## config.mk

```make
export PLATFORM = sky130hd
export DESIGN_NAME = lsu_mem_ctrl
export DESIGN_NICKNAME = d
export VERILOG_FILES = /design/src/rtl/lsu_mem_ctrl.sv
export SDC_FILE = /design/constraint.sdc
export NUM_CORES = 1
export LEC_CHECK = 0
export BUFFER_PORTS_ARGS = -buffer_cell sky130_fd_sc_hd__buf_2
export CAP_MARGIN = 20
export CORE_MARGIN = 5
export CORE_UTILIZATION = 41
export CTS_CLUSTER_DIAMETER = 200
export DETAILED_ROUTE_END_ITERATION = 6
export GPL_ROUTABILITY_DRIVEN = 1
export HOLD_SLACK_MARGIN = 0.06
export PLACE_DENSITY = 0.68
export SETUP_SLACK_MARGIN = 0.1
export SLEW_MARGIN = 10
export SYNTH_ARGS = -nofsm -noshare
export SYNTH_HDL_FRONTEND = slang
export SYNTH_SLANG_ARGS = --single-unit
```

## constraint.sdc

```tcl
create_clock -name clk -period 4.58 [get_ports clk]
set_input_delay 1.145 -clock clk [delete_from_list [all_inputs] [get_ports clk]]
set_output_delay 1.145 -clock clk [all_outputs]
set_load 0.05 [all_outputs]
```

## src/rtl/lsu_mem_ctrl.sv

```systemverilog
// lsu_mem_ctrl: single-outstanding load/store controller for the data-memory port.
// Accepts one memory micro-op, runs the read or write handshake, aligns and extends
// load data, and returns a tagged response to writeback.
//
// Ports:
//   clk, rst                    clock, asynchronous active-low reset
//   req_*                       micro-op from issue (valid/ready handshake)
//   flush                       squash the in-flight op
//   address, read_enable,       memory request (word-aligned address)
//   read_data, read_valid       memory load return
//   write_data, write_enable,   memory store request (lane-shifted data, byte enables)
//   strb, write_ready
//   resp_*                      tagged result to writeback (valid/ready handshake)
module lsu_mem_ctrl #(
  parameter int unsigned PHYS_REGS_ADDR_WIDTH = 6,
  parameter int unsigned ROB_ADDR_WIDTH       = 3,
  parameter int unsigned BANK_WIDTH           = 2
) (
  input  logic                            clk,
  input  logic                            rst,
  input  logic                            req_valid,
  output logic                            req_ready,
  input  logic                            req_is_store,
  input  logic [1:0]                      req_size,
  input  logic                            req_unsigned,
  input  logic [31:0]                     req_base,
  input  logic [31:0]                     req_offset,
  input  logic [31:0]                     req_store_data,
  input  logic [PHYS_REGS_ADDR_WIDTH-1:0] req_phys_rd,
  input  logic [BANK_WIDTH-1:0]           req_bank_addr,
  input  logic [ROB_ADDR_WIDTH-1:0]       req_rob_addr,
  input  logic                            flush,
  output logic [31:0]                     address,
  output logic                            read_enable,
  input  logic [31:0]                     read_data,
  input  logic                            read_valid,
  output logic [31:0]                     write_data,
  output logic                            write_enable,
  output logic [3:0]                      strb,
  input  logic                            write_ready,
  output logic                            resp_valid,
  input  logic                            resp_ready,
  output logic [31:0]                     resp_data,
  output logic [PHYS_REGS_ADDR_WIDTH-1:0] resp_phys_rd,
  output logic [BANK_WIDTH-1:0]           resp_bank_addr,
  output logic [ROB_ADDR_WIDTH-1:0]       resp_rob_addr,
  output logic                            resp_is_store,
  output logic                            resp_misaligned
);

  typedef enum logic [1:0] {StIdle, StRead, StWrite, StResp} state_e;

  state_e state_q, state_d;
  logic   live_q;  // keeps req_ready low until the first clock after reset
  logic   flushed_q, flushed_d;
  logic [1:0] size_q, size_d;
  logic [1:0] off_q, off_d;
  logic       uns_q, uns_d;

  logic [31:0] address_q, address_d;
  logic        read_enable_q, read_enable_d;
  logic        write_enable_q, write_enable_d;
  logic [31:0] write_data_q, write_data_d;
  logic [3:0]  strb_q, strb_d;
  logic        resp_valid_q, resp_valid_d;
  logic [31:0] resp_data_q, resp_data_d;
  logic [PHYS_REGS_ADDR_WIDTH-1:0] phys_rd_q, phys_rd_d;
  logic [BANK_WIDTH-1:0]           bank_q, bank_d;
  logic [ROB_ADDR_WIDTH-1:0]       rob_q, rob_d;
  logic        is_store_q, is_store_d;
  logic        mis_q, mis_d;

  logic [31:0] ea;
  logic        misaligned;
  logic        accept;
  logic [31:0] shifted;
  logic [31:0] load_val;

  assign ea        = req_base + req_offset;
  assign req_ready = live_q & (state_q == StIdle) & ~flush;
  assign accept    = req_valid & req_ready;

  always_comb begin
    case (req_size)
      2'd0:    misaligned = 1'b0;
      2'd1:    misaligned = ea[0];
      2'd2:    misaligned = (ea[1:0] != 2'b00);
      default: misaligned = 1'b1;
    endcase
  end

  assign shifted = read_data >> {off_q, 3'b000};

  always_comb begin
    case (size_q)
      2'd0:    load_val = uns_q ? {24'b0, shifted[7:0]}  : {{24{shifted[7]}}, shifted[7:0]};
      2'd1:    load_val = uns_q ? {16'b0, shifted[15:0]} : {{16{shifted[15]}}, shifted[15:0]};
      default: load_val = shifted;
    endcase
  end

  always_comb begin
    state_d        = state_q;
    flushed_d      = flushed_q;
    size_d         = size_q;
    off_d          = off_q;
    uns_d          = uns_q;
    address_d      = address_q;
    read_enable_d  = read_enable_q;
    write_enable_d = write_enable_q;
    write_data_d   = write_data_q;
    strb_d         = strb_q;
    resp_valid_d   = resp_valid_q;
    resp_data_d    = resp_data_q;
    phys_rd_d      = phys_rd_q;
    bank_d         = bank_q;
    rob_d          = rob_q;
    is_store_d     = is_store_q;
    mis_d          = mis_q;

    unique case (state_q)
      StIdle: begin
        if (accept) begin
          phys_rd_d   = req_phys_rd;
          bank_d      = req_bank_addr;
          rob_d       = req_rob_addr;
          is_store_d  = req_is_store;
          size_d      = req_size;
          uns_d       = req_unsigned;
          off_d       = ea[1:0];
          flushed_d   = 1'b0;
          mis_d       = misaligned;
          resp_data_d = '0;
          if (misaligned) begin
            resp_valid_d = 1'b1;
            state_d      = StResp;
          end else if (req_is_store) begin
            address_d      = {ea[31:2], 2'b00};
            write_data_d   = req_store_data << {ea[1:0], 3'b000};
            strb_d         = (req_size == 2'd0) ? (4'b0001 << ea[1:0]) :
                             (req_size == 2'd1) ? (4'b0011 << ea[1:0]) : 4'b1111;
            write_enable_d = 1'b1;
            state_d        = StWrite;
          end else begin
            address_d     = {ea[31:2], 2'b00};
            read_enable_d = 1'b1;
            state_d       = StRead;
          end
        end
      end
      StRead: begin
        flushed_d = flushed_q | flush;
        if (read_valid) begin
          read_enable_d = 1'b0;
          if (flushed_q || flush) begin
            state_d = StIdle;
          end else begin
            resp_data_d  = load_val;
            resp_valid_d = 1'b1;
            state_d      = StResp;
          end
        end
      end
      StWrite: begin
        flushed_d = flushed_q | flush;
        if (write_ready) begin
          write_enable_d = 1'b0;
          if (flushed_q || flush) begin
            state_d = StIdle;
          end else begin
            resp_data_d  = '0;
            resp_valid_d = 1'b1;
            state_d      = StResp;
          end
        end
      end
      StResp: begin
        if (flush || resp_ready) begin
          resp_valid_d = 1'b0;
          state_d      = StIdle;
        end
      end
      default: state_d = StIdle;
    endcase
  end

  always_ff @(posedge clk or negedge rst) begin
    if (!rst) begin
      state_q        <= StIdle;
      live_q         <= 1'b0;
      flushed_q      <= 1'b0;
      size_q         <= '0;
      off_q          <= '0;
      uns_q          <= 1'b0;
      address_q      <= '0;
      read_enable_q  <= 1'b0;
      write_enable_q <= 1'b0;
      write_data_q   <= '0;
      strb_q         <= '0;
      resp_valid_q   <= 1'b0;
      resp_data_q    <= '0;
      phys_rd_q      <= '0;
      bank_q         <= '0;
      rob_q          <= '0;
      is_store_q     <= 1'b0;
      mis_q          <= 1'b0;
    end else begin
      state_q        <= state_d;
      live_q         <= 1'b1;
      flushed_q      <= flushed_d;
      size_q         <= size_d;
      off_q          <= off_d;
      uns_q          <= uns_d;
      address_q      <= address_d;
      read_enable_q  <= read_enable_d;
      write_enable_q <= write_enable_d;
      write_data_q   <= write_data_d;
      strb_q         <= strb_d;
      resp_valid_q   <= resp_valid_d;
      resp_data_q    <= resp_data_d;
      phys_rd_q      <= phys_rd_d;
      bank_q         <= bank_d;
      rob_q          <= rob_d;
      is_store_q     <= is_store_d;
      mis_q          <= mis_d;
    end
  end

  assign address         = address_q;
  assign read_enable     = read_enable_q;
  assign write_enable    = write_enable_q;
  assign write_data      = write_data_q;
  assign strb            = strb_q;
  assign resp_valid      = resp_valid_q;
  assign resp_data       = resp_data_q;
  assign resp_phys_rd    = phys_rd_q;
  assign resp_bank_addr  = bank_q;
  assign resp_rob_addr   = rob_q;
  assign resp_is_store   = is_store_q;
  assign resp_misaligned = mis_q;

endmodule

```

==> results of run 1 <==
routing by layer:
metal	GRT usage, %	vias up
met1	28.1	3350
li1	-	3648
met4	6.44	0
met2	34.4	275
met5	0	-
met3	4.25	30
worst min path at each step:
stage | cells past startpoint | slack, ps | end
floorplan | 2 | 470 | size_q[0]
global placement | 2 | 450 | resp_phys_rd[2]
CTS | 2 | 470 | resp_phys_rd[5]
finish | 2 | 470 | write_data[19]
global route | 2 | 490 | resp_data[5]
detailed placement | 2 | 460 | resp_phys_rd[5]
layout by cell type (no fill, tap or decap), drive strengths merged, types with 13 or more instances in the layout:
master  Yosys  final
nand3      14     14
ha         42     42
nand2     209    209
o21ai     109    109
dfrtp     123    123
o31ai      13     13
a31oi      16     16
clkbuf     41     18
a21oi      54     54
nand4      14     14
a21o       19     19
nor2       48     48
inv        13     14
a22o       25     25
buf        17    272
mux2i      30     30
cell families after synthesis:
kind of cell / Yosys count / share of synthesized area (%)
flip-flops: 123 / 40.3
AO/OA/AOI/OAI: 275 / 22.7
XOR/XNOR: 24 / 2.85
AND/OR/NAND/NOR: 322 / 17.9
other: 2 / 0.0984
buffers and inverters: 71 / 3.81
multiplexers: 40 / 5.41
adder cells (fa/ha/maj): 42 / 6.89
registers in the layout, summed over array words and instances, names as in the netlist:
register	count
resp_data	32
write_data	32
address	30
resp_phys_rd	6
strb	4
resp_rob_addr	3
off_q	2
resp_bank_addr	2
size_q	2
state_q	2
flushed_q	1
live_q	1
read_enable	1
resp_is_store	1
resp_misaligned	1
resp_valid	1
uns_q	1
write_enable	1
metrics by stage:
stage                     instance area, µm²  setup WS [ps]  cells  hold WS, ps
after floorplan                         7630           1000    900          469
after global placement                  9080            924   1343          452
after detailed placement                9080            879   1343          458
after CTS                               9660           1310   1373          473
after global routing                    9660           1200   1373          495
final                                   9660           1340   1373          471
cell type report:
cell class              instances  area share (%)
clock buffers                  18            4.44
clock inverters                12            1.55
inverters                      13           0.505
multi-input cells             706            44.2
flip-flops and latches        123            31.9
well taps                     229            2.97
repair buffers                272            14.5
worst max-delay path, delay by kind of cell:
family	cells	cell delay [ps]
compound gates	1	310
xor+xnor	1	220
fa+ha+maj	2	550
buf+inv	1	100
simple gates	4	1240
power by group through the flow:
stage,clock network [mW],registers (mW),logic (mW)
floorplan,0,2.80,1.19
global placement,0,1.73,3.03
detailed placement,0,1.73,3.06
CTS,1.36,1.72,3.06
global route,1.42,1.77,3.27
finish,1.34,1.72,3.04
==> impl_summary.log, run 1 <==
INFO  metric yosys_register_bits = 123
INFO  metric port_buffers = 264
INFO  metric detail_route.drc_violations = 0
INFO  metric post_cts_resize_count = 0
INFO  metric syn-mean-instance-area = 8.49 µm²
INFO  metric routed_wirelength = 23100 µm
INFO  metric finalSetupViolCount = 0
INFO  metric cp_cell_sequence = buf_2, ha_1, xnor2_2, ha_1, nand2b_1, a22oi_2, nand2_2, or4_1, nand3_1
INFO  metric crit_path_max_fanout = 37
INFO  metric globalRouteOverflowTotal = 0
INFO  metric firstDrtPassIters = 5
INFO  metric largest_net_degree_at_the_start_of_global_routing = 76
INFO  metric max-cap-violations = 0
INFO  metric synth.most_common_cell = sky130_fd_sc_hd__nand2_1
INFO  metric synth_top_cell_by_area = sky130_fd_sc_hd__dfrtp_1
INFO  metric route.detailed.vias_per_inst = 5.32
INFO  metric layout.nets = 1325
INFO  metric initial_core_util = 42.0%
INFO  metric synth-edff-count = 0
INFO  metric multi_input_area = 4270 µm²
INFO  metric critical_path.endpoint_type = flip-flop
INFO  metric final-hold-violation-count = 0
INFO  metric clk-insertion-delay-late = 400 ps
INFO  metric route.antenna.remaining_nets = 0
INFO  metric final_layout_size_suffix_gt1_share = 28.8%
INFO  metric final.period_utilization = 70.7%
INFO  metric die_x = 146 µm
INFO  metric synthFlopType = sky130_fd_sc_hd__dfrtp_1
INFO  metric vias_in_the_first_global_route = 6989
INFO  metric finalMaxSlewViolations = 0
INFO  metric fillerInstances = 1713
INFO  metric r2r-end = resp_data[17]
INFO  metric drt-met1-wl = 10100 µm
INFO  metric synthDistinctLibCells = 64
INFO  metric grt_setup_unrepaired = no
INFO  metric grt.total_usage = 21.0%
INFO  metric cts_setup_buffers = 0
INFO  metric timing_worst_slew_pin_value = 962 ps
INFO  metric startpoint_type = input port
INFO  metric synth.top_cells.by_area = sky130_fd_sc_hd__dfrtp_1 (40%), sky130_fd_sc_hd__nand2_1 (10%), sky130_fd_sc_hd__ha_1 (6.9%)
INFO  metric critical_hold_path_startpoint = write_data[19]
INFO  metric comb_power_share = 49.8%
INFO  metric worst_ep_required_time = 4920 ps
INFO  metric routabilityCongestion = 0.877
INFO  metric status = finished clean
INFO  metric layout-area-overhead-vs-synth = 26.6%
INFO  metric hpwl = 17700 µm
INFO  metric cp.arrival = 3580 ps
INFO  metric critical_path.startpoint = req_base[1]
INFO  metric worst_path_max_delay_cell = sky130_fd_sc_hd__or4_1
INFO  metric floorplan.io_pins = 267
INFO  metric finalClockSkew = 6.93 ps
INFO  metric r2r-start = off_q[1]
INFO  metric leakage_power = 4.96 nW
INFO  metric htreeDepth = 4
INFO  metric post-layout-total-power = 6.10 mW
INFO  metric utilization_of_the_core_after_routing = 53.2%
INFO  metric worst_reg2reg_path_length_in_cells = 7
INFO  metric core.rowCount = 49
INFO  metric critical_path.endpoint = address[21]
INFO  metric wl_met3 = 1630 µm
INFO  metric setup.reg_to_reg.worst_slack = 1700 ps
INFO  metric slowest_delay = 630 ps
INFO  metric cts.clk_slew.worst_paths = 50 ps
INFO  metric ctsHoldBuffers = 0
INFO  metric totalNegativeSetupSlack = 0 ps
INFO  metric power_density = 631 nW/µm²
INFO  metric clockPowerShare = 22.0%
INFO  metric num_antenna_cells = 0
INFO  metric dr.first_iter.drc_count = 391
INFO  metric timing.critical_path.mode_cell = sky130_fd_sc_hd__ha_1
INFO  metric routed-wl-met2 = 10900 µm
INFO  metric placeableCoreArea = 18100 µm²
INFO  metric tritoncts_num_sinks = 123
INFO  metric die_area = 21400 µm²
INFO  metric peakVddDrop = 0.432 mV
INFO  metric num_vias = 7303
INFO  metric fmax = 0.309 GHz
INFO  metric cell_internal_pwr = 3.10 mW
INFO  metric synth.top_cell.area_share = 40.3%
INFO  metric ctsRootBufferMaster = sky130_fd_sc_hd__clkbuf_16
INFO  metric inserted_clock_buffers = 17
INFO  metric ys_warns = 0
INFO  metric hold_class = flip-flop to flip-flop
INFO  metric total_switching_power = 3.00 mW
INFO  metric synth_common_cells = sky130_fd_sc_hd__nand2_1 (209), sky130_fd_sc_hd__dfrtp_1 (123), sky130_fd_sc_hd__o21ai_0 (105)
INFO  metric antenna_found_initial = 0
INFO  metric power.share.sequential = 28.2%
INFO  metric final_period_demand_of_the_worst_path = 3240 ps
INFO  metric swShare = 49.2%
INFO  metric die_height = 146 µm
INFO  metric timing_worst_setup_path_type = input port to flip-flop
INFO  metric cts_tree = yes
INFO  metric route.top_layer_used = met4
INFO  metric routed_wire_length_per_instance = 16.8 µm
INFO  metric relSlewSlack = 35.9%
INFO  metric post_synth_instance_area = 7630 µm²
INFO  metric clock_tree.buffer_depth = 2
INFO  metric first_pass_grt_wire_length = 36800 µm
INFO  metric synth_cells = 899
INFO  metric yosysSeqAreaShare = 40.3%
INFO  metric ff_latch_area = 3080 µm²
INFO  metric synth-async-reset-ratio = 100%
(Power assumes the default switching activity.)
==> run 2, diff against run 1 <==
==> constraint.sdc (replaced) <==
create_clock -name clk -period 3.3 [get_ports clk]
set_input_delay 0.825 -clock clk [delete_from_list [all_inputs] [get_ports clk]]
set_output_delay 0.825 -clock clk [all_outputs]
set_load 0.05 [all_outputs]
==> impl_summary.log, run 2 (synthesis gave the netlist of run 1 again) <==
INFO  metric status = finished clean
INFO  metric routed_wirelength = 22900 µm
INFO  metric setup.reg_to_reg.worst_slack = 1040 ps
INFO  metric timing_worst_slew_pin_value = 676 ps
INFO  metric hold_class = input port to async pin
INFO  metric clockPowerShare = 22.2%
INFO  metric post_cts_resize_count = 0
INFO  metric tritoncts_num_sinks = 123
INFO  metric detail_route.drc_violations = 0
INFO  metric ctsHoldBuffers = 0
INFO  metric die_x = 146 µm
INFO  metric vias_in_the_first_global_route = 7281
INFO  metric finalSetupViolCount = 0
INFO  metric r2r-end = resp_data[18]
INFO  metric routabilityCongestion = 0.867
INFO  metric final_period_demand_of_the_worst_path = 2700 ps
INFO  metric layout_common_cells = sky130_fd_sc_hd__buf_2 (263), sky130_fd_sc_hd__nand2_1 (208), sky130_fd_sc_hd__dfrtp_1 (123)
INFO  metric power.share.sequential = 27.5%
INFO  metric initial_core_util = 42.0%
INFO  metric inserted_clock_buffers = 17
INFO  metric worst_path_max_delay_cell = sky130_fd_sc_hd__dfrtp_1
INFO  metric drt-met1-wl = 10300 µm
INFO  metric largest_net_degree_at_the_start_of_global_routing = 56
INFO  metric timing.critical_path.mode_cell = sky130_fd_sc_hd__inv_1
INFO  metric crit_path_max_fanout = 6
INFO  metric cp.arrival = 1870 ps
INFO  metric port_buffers = 264
INFO  metric slowest_delay = 420 ps
INFO  metric final.period_utilization = 81.8%
INFO  metric layout-area-overhead-vs-synth = 28.1%
INFO  metric dr.first_iter.drc_count = 345
INFO  metric power_density = 871 nW/µm²
INFO  metric totalNegativeSetupSlack = 0 ps
INFO  metric grt.total_usage = 21.4%
INFO  metric clock_tree.buffer_depth = 2
INFO  metric final_common_cell = sky130_fd_sc_hd__buf_2
INFO  metric worst_reg2reg_path_length_in_cells = 8
INFO  metric core.rowCount = 49
INFO  metric cell_internal_pwr = 4.30 mW
INFO  metric num_vias = 7309
INFO  metric routed_wire_length_per_instance = 16.5 µm
INFO  metric floorplan.io_pins = 267
INFO  metric route.antenna.remaining_nets = 0
INFO  metric routed-wl-met2 = 10900 µm
INFO  metric total_switching_power = 4.20 mW
INFO  metric critical_path.startpoint = state_q[0]
INFO  metric hpwl = 17500 µm
INFO  metric cts_setup_buffers = 0
INFO  metric grt_setup_unrepaired = no
INFO  metric cts_tree = yes
INFO  metric fillerInstances = 1720
INFO  metric finalMaxSlewViolations = 0
INFO  metric htreeDepth = 4
INFO  metric comb_power_share = 50.3%
INFO  metric wl_met3 = 1380 µm
INFO  metric clk-insertion-delay-late = 420 ps
INFO  metric critical_path.endpoint_type = output pin
INFO  metric first_pass_grt_wire_length = 37600 µm
INFO  metric worst_ep_required_time = 2470 ps
INFO  metric cts.clk_slew.worst_paths = 60 ps
INFO  metric layout.nets = 1336
INFO  metric relSlewSlack = 54.9%
INFO  metric die_height = 146 µm
INFO  metric die_area = 21400 µm²
INFO  metric r2r-start = off_q[0]
INFO  metric final_layout_size_suffix_gt1_share = 29.7%
INFO  metric cp_cell_sequence = inv_1, ha_1, inv_1, nor3b_1, buf_2
INFO  metric design_area = 9770 µm²
INFO  metric ctsRootBufferMaster = sky130_fd_sc_hd__clkbuf_16
INFO  metric startpoint_type = flip-flop
INFO  metric placed_cell_area = 9180 µm²
INFO  metric timing_worst_setup_path_type = flip-flop to output pin
INFO  metric antenna_found_initial = 1
INFO  metric route.detailed.vias_per_inst = 5.27
INFO  metric leakage_power = 5.02 nW
INFO  metric worst_hold_slack = 435 ps
INFO  metric globalRouteOverflowTotal = 0
INFO  metric final-hold-violation-count = 0
INFO  metric finalClockSkew = 8.49 ps
INFO  metric utilization_of_the_core_after_routing = 53.9%
INFO  metric placeableCoreArea = 18100 µm²
INFO  metric max-cap-violations = 0
INFO  metric route.top_layer_used = met4
INFO  metric firstDrtPassIters = 7
INFO  metric peakVddDrop = 0.406 mV
INFO  metric fmax = 0.371 GHz
INFO  metric swShare = 49.4%
[run 2: changes by cell type in the layout (fill, tap and decap cells not counted)]
cell                         before  now
sky130_fd_sc_hd__clkinv_2         4    3
sky130_fd_sc_hd__clkinv_4         1    4
sky130_fd_sc_hd__diode_2          0    1
sky130_fd_sc_hd__clkbuf_1         1    0
sky130_fd_sc_hd__inv_6            1    2
sky130_fd_sc_hd__bufinv_16        3    2
sky130_fd_sc_hd__xnor2_2          1    0
sky130_fd_sc_hd__xnor2_4          0    1
sky130_fd_sc_hd__clkbuf_8         0    2
sky130_fd_sc_hd__buf_4            8   19
sky130_fd_sc_hd__clkinvlp_4       3    2
[run 2: routing by layer]
layer  vias up  track usage [%]
li1       3682                -
met1      3354             27.8
met2       248             35.2
met3        25             5.05
met4         0             7.38
met5         -                0
[run 2: layout make-up]
cell class,count,area [µm²],share of cell area [%]
Multi-Input combinational cell,706,4280,43.8
Sequential cell,123,3080,31.5
Timing Repair Buffer,283,1480,15.1
Clock buffer,19,453,4.63
Tap cell,229,287,2.93
Clock inverter,13,143,1.46
Inverter,13,48.8,0.499
Antenna cell,1,2.50,0.0256
[run 2: metrics by stage]
step                power (mW)  worst slack (ps)  cells
finish                    8.51               602   1387
detailed placement        6.66               280   1354
global placement          6.62               366   1354
floorplan                 5.53               103    900
global route              9.04               405   1387
CTS                       8.58               596   1386
[run 2: worst max-delay path by stage]
stage	to	slack [ps]	cells past startpoint
2_1_floorplan	address[30]	100	11
3_3_place_gp	address[21]	370	9
3_5_place_dp	address[21]	280	9
4_1_cts	req_ready	600	5
5_1_grt	req_ready	400	5
6_report	req_ready	600	5
[run 2: power by group through the flow]
stage,sequential [mW],combinational [mW],clock (mW)
3_5_place_dp,2.36,4.31,0
5_1_grt,2.41,4.64,2.00
2_1_floorplan,3.89,1.65,0
4_1_cts,2.34,4.32,1.92
3_3_place_gp,2.36,4.26,0
6_report,2.34,4.28,1.89
[run 2: critical path: cells and delay by family (launching register included)]
kind                     cells  cell delay [ps]
AND/OR/NAND/NOR              1              200
buffers and inverters        3              560
flip-flops                   1              420
adder cells (fa/ha/maj)      1              280
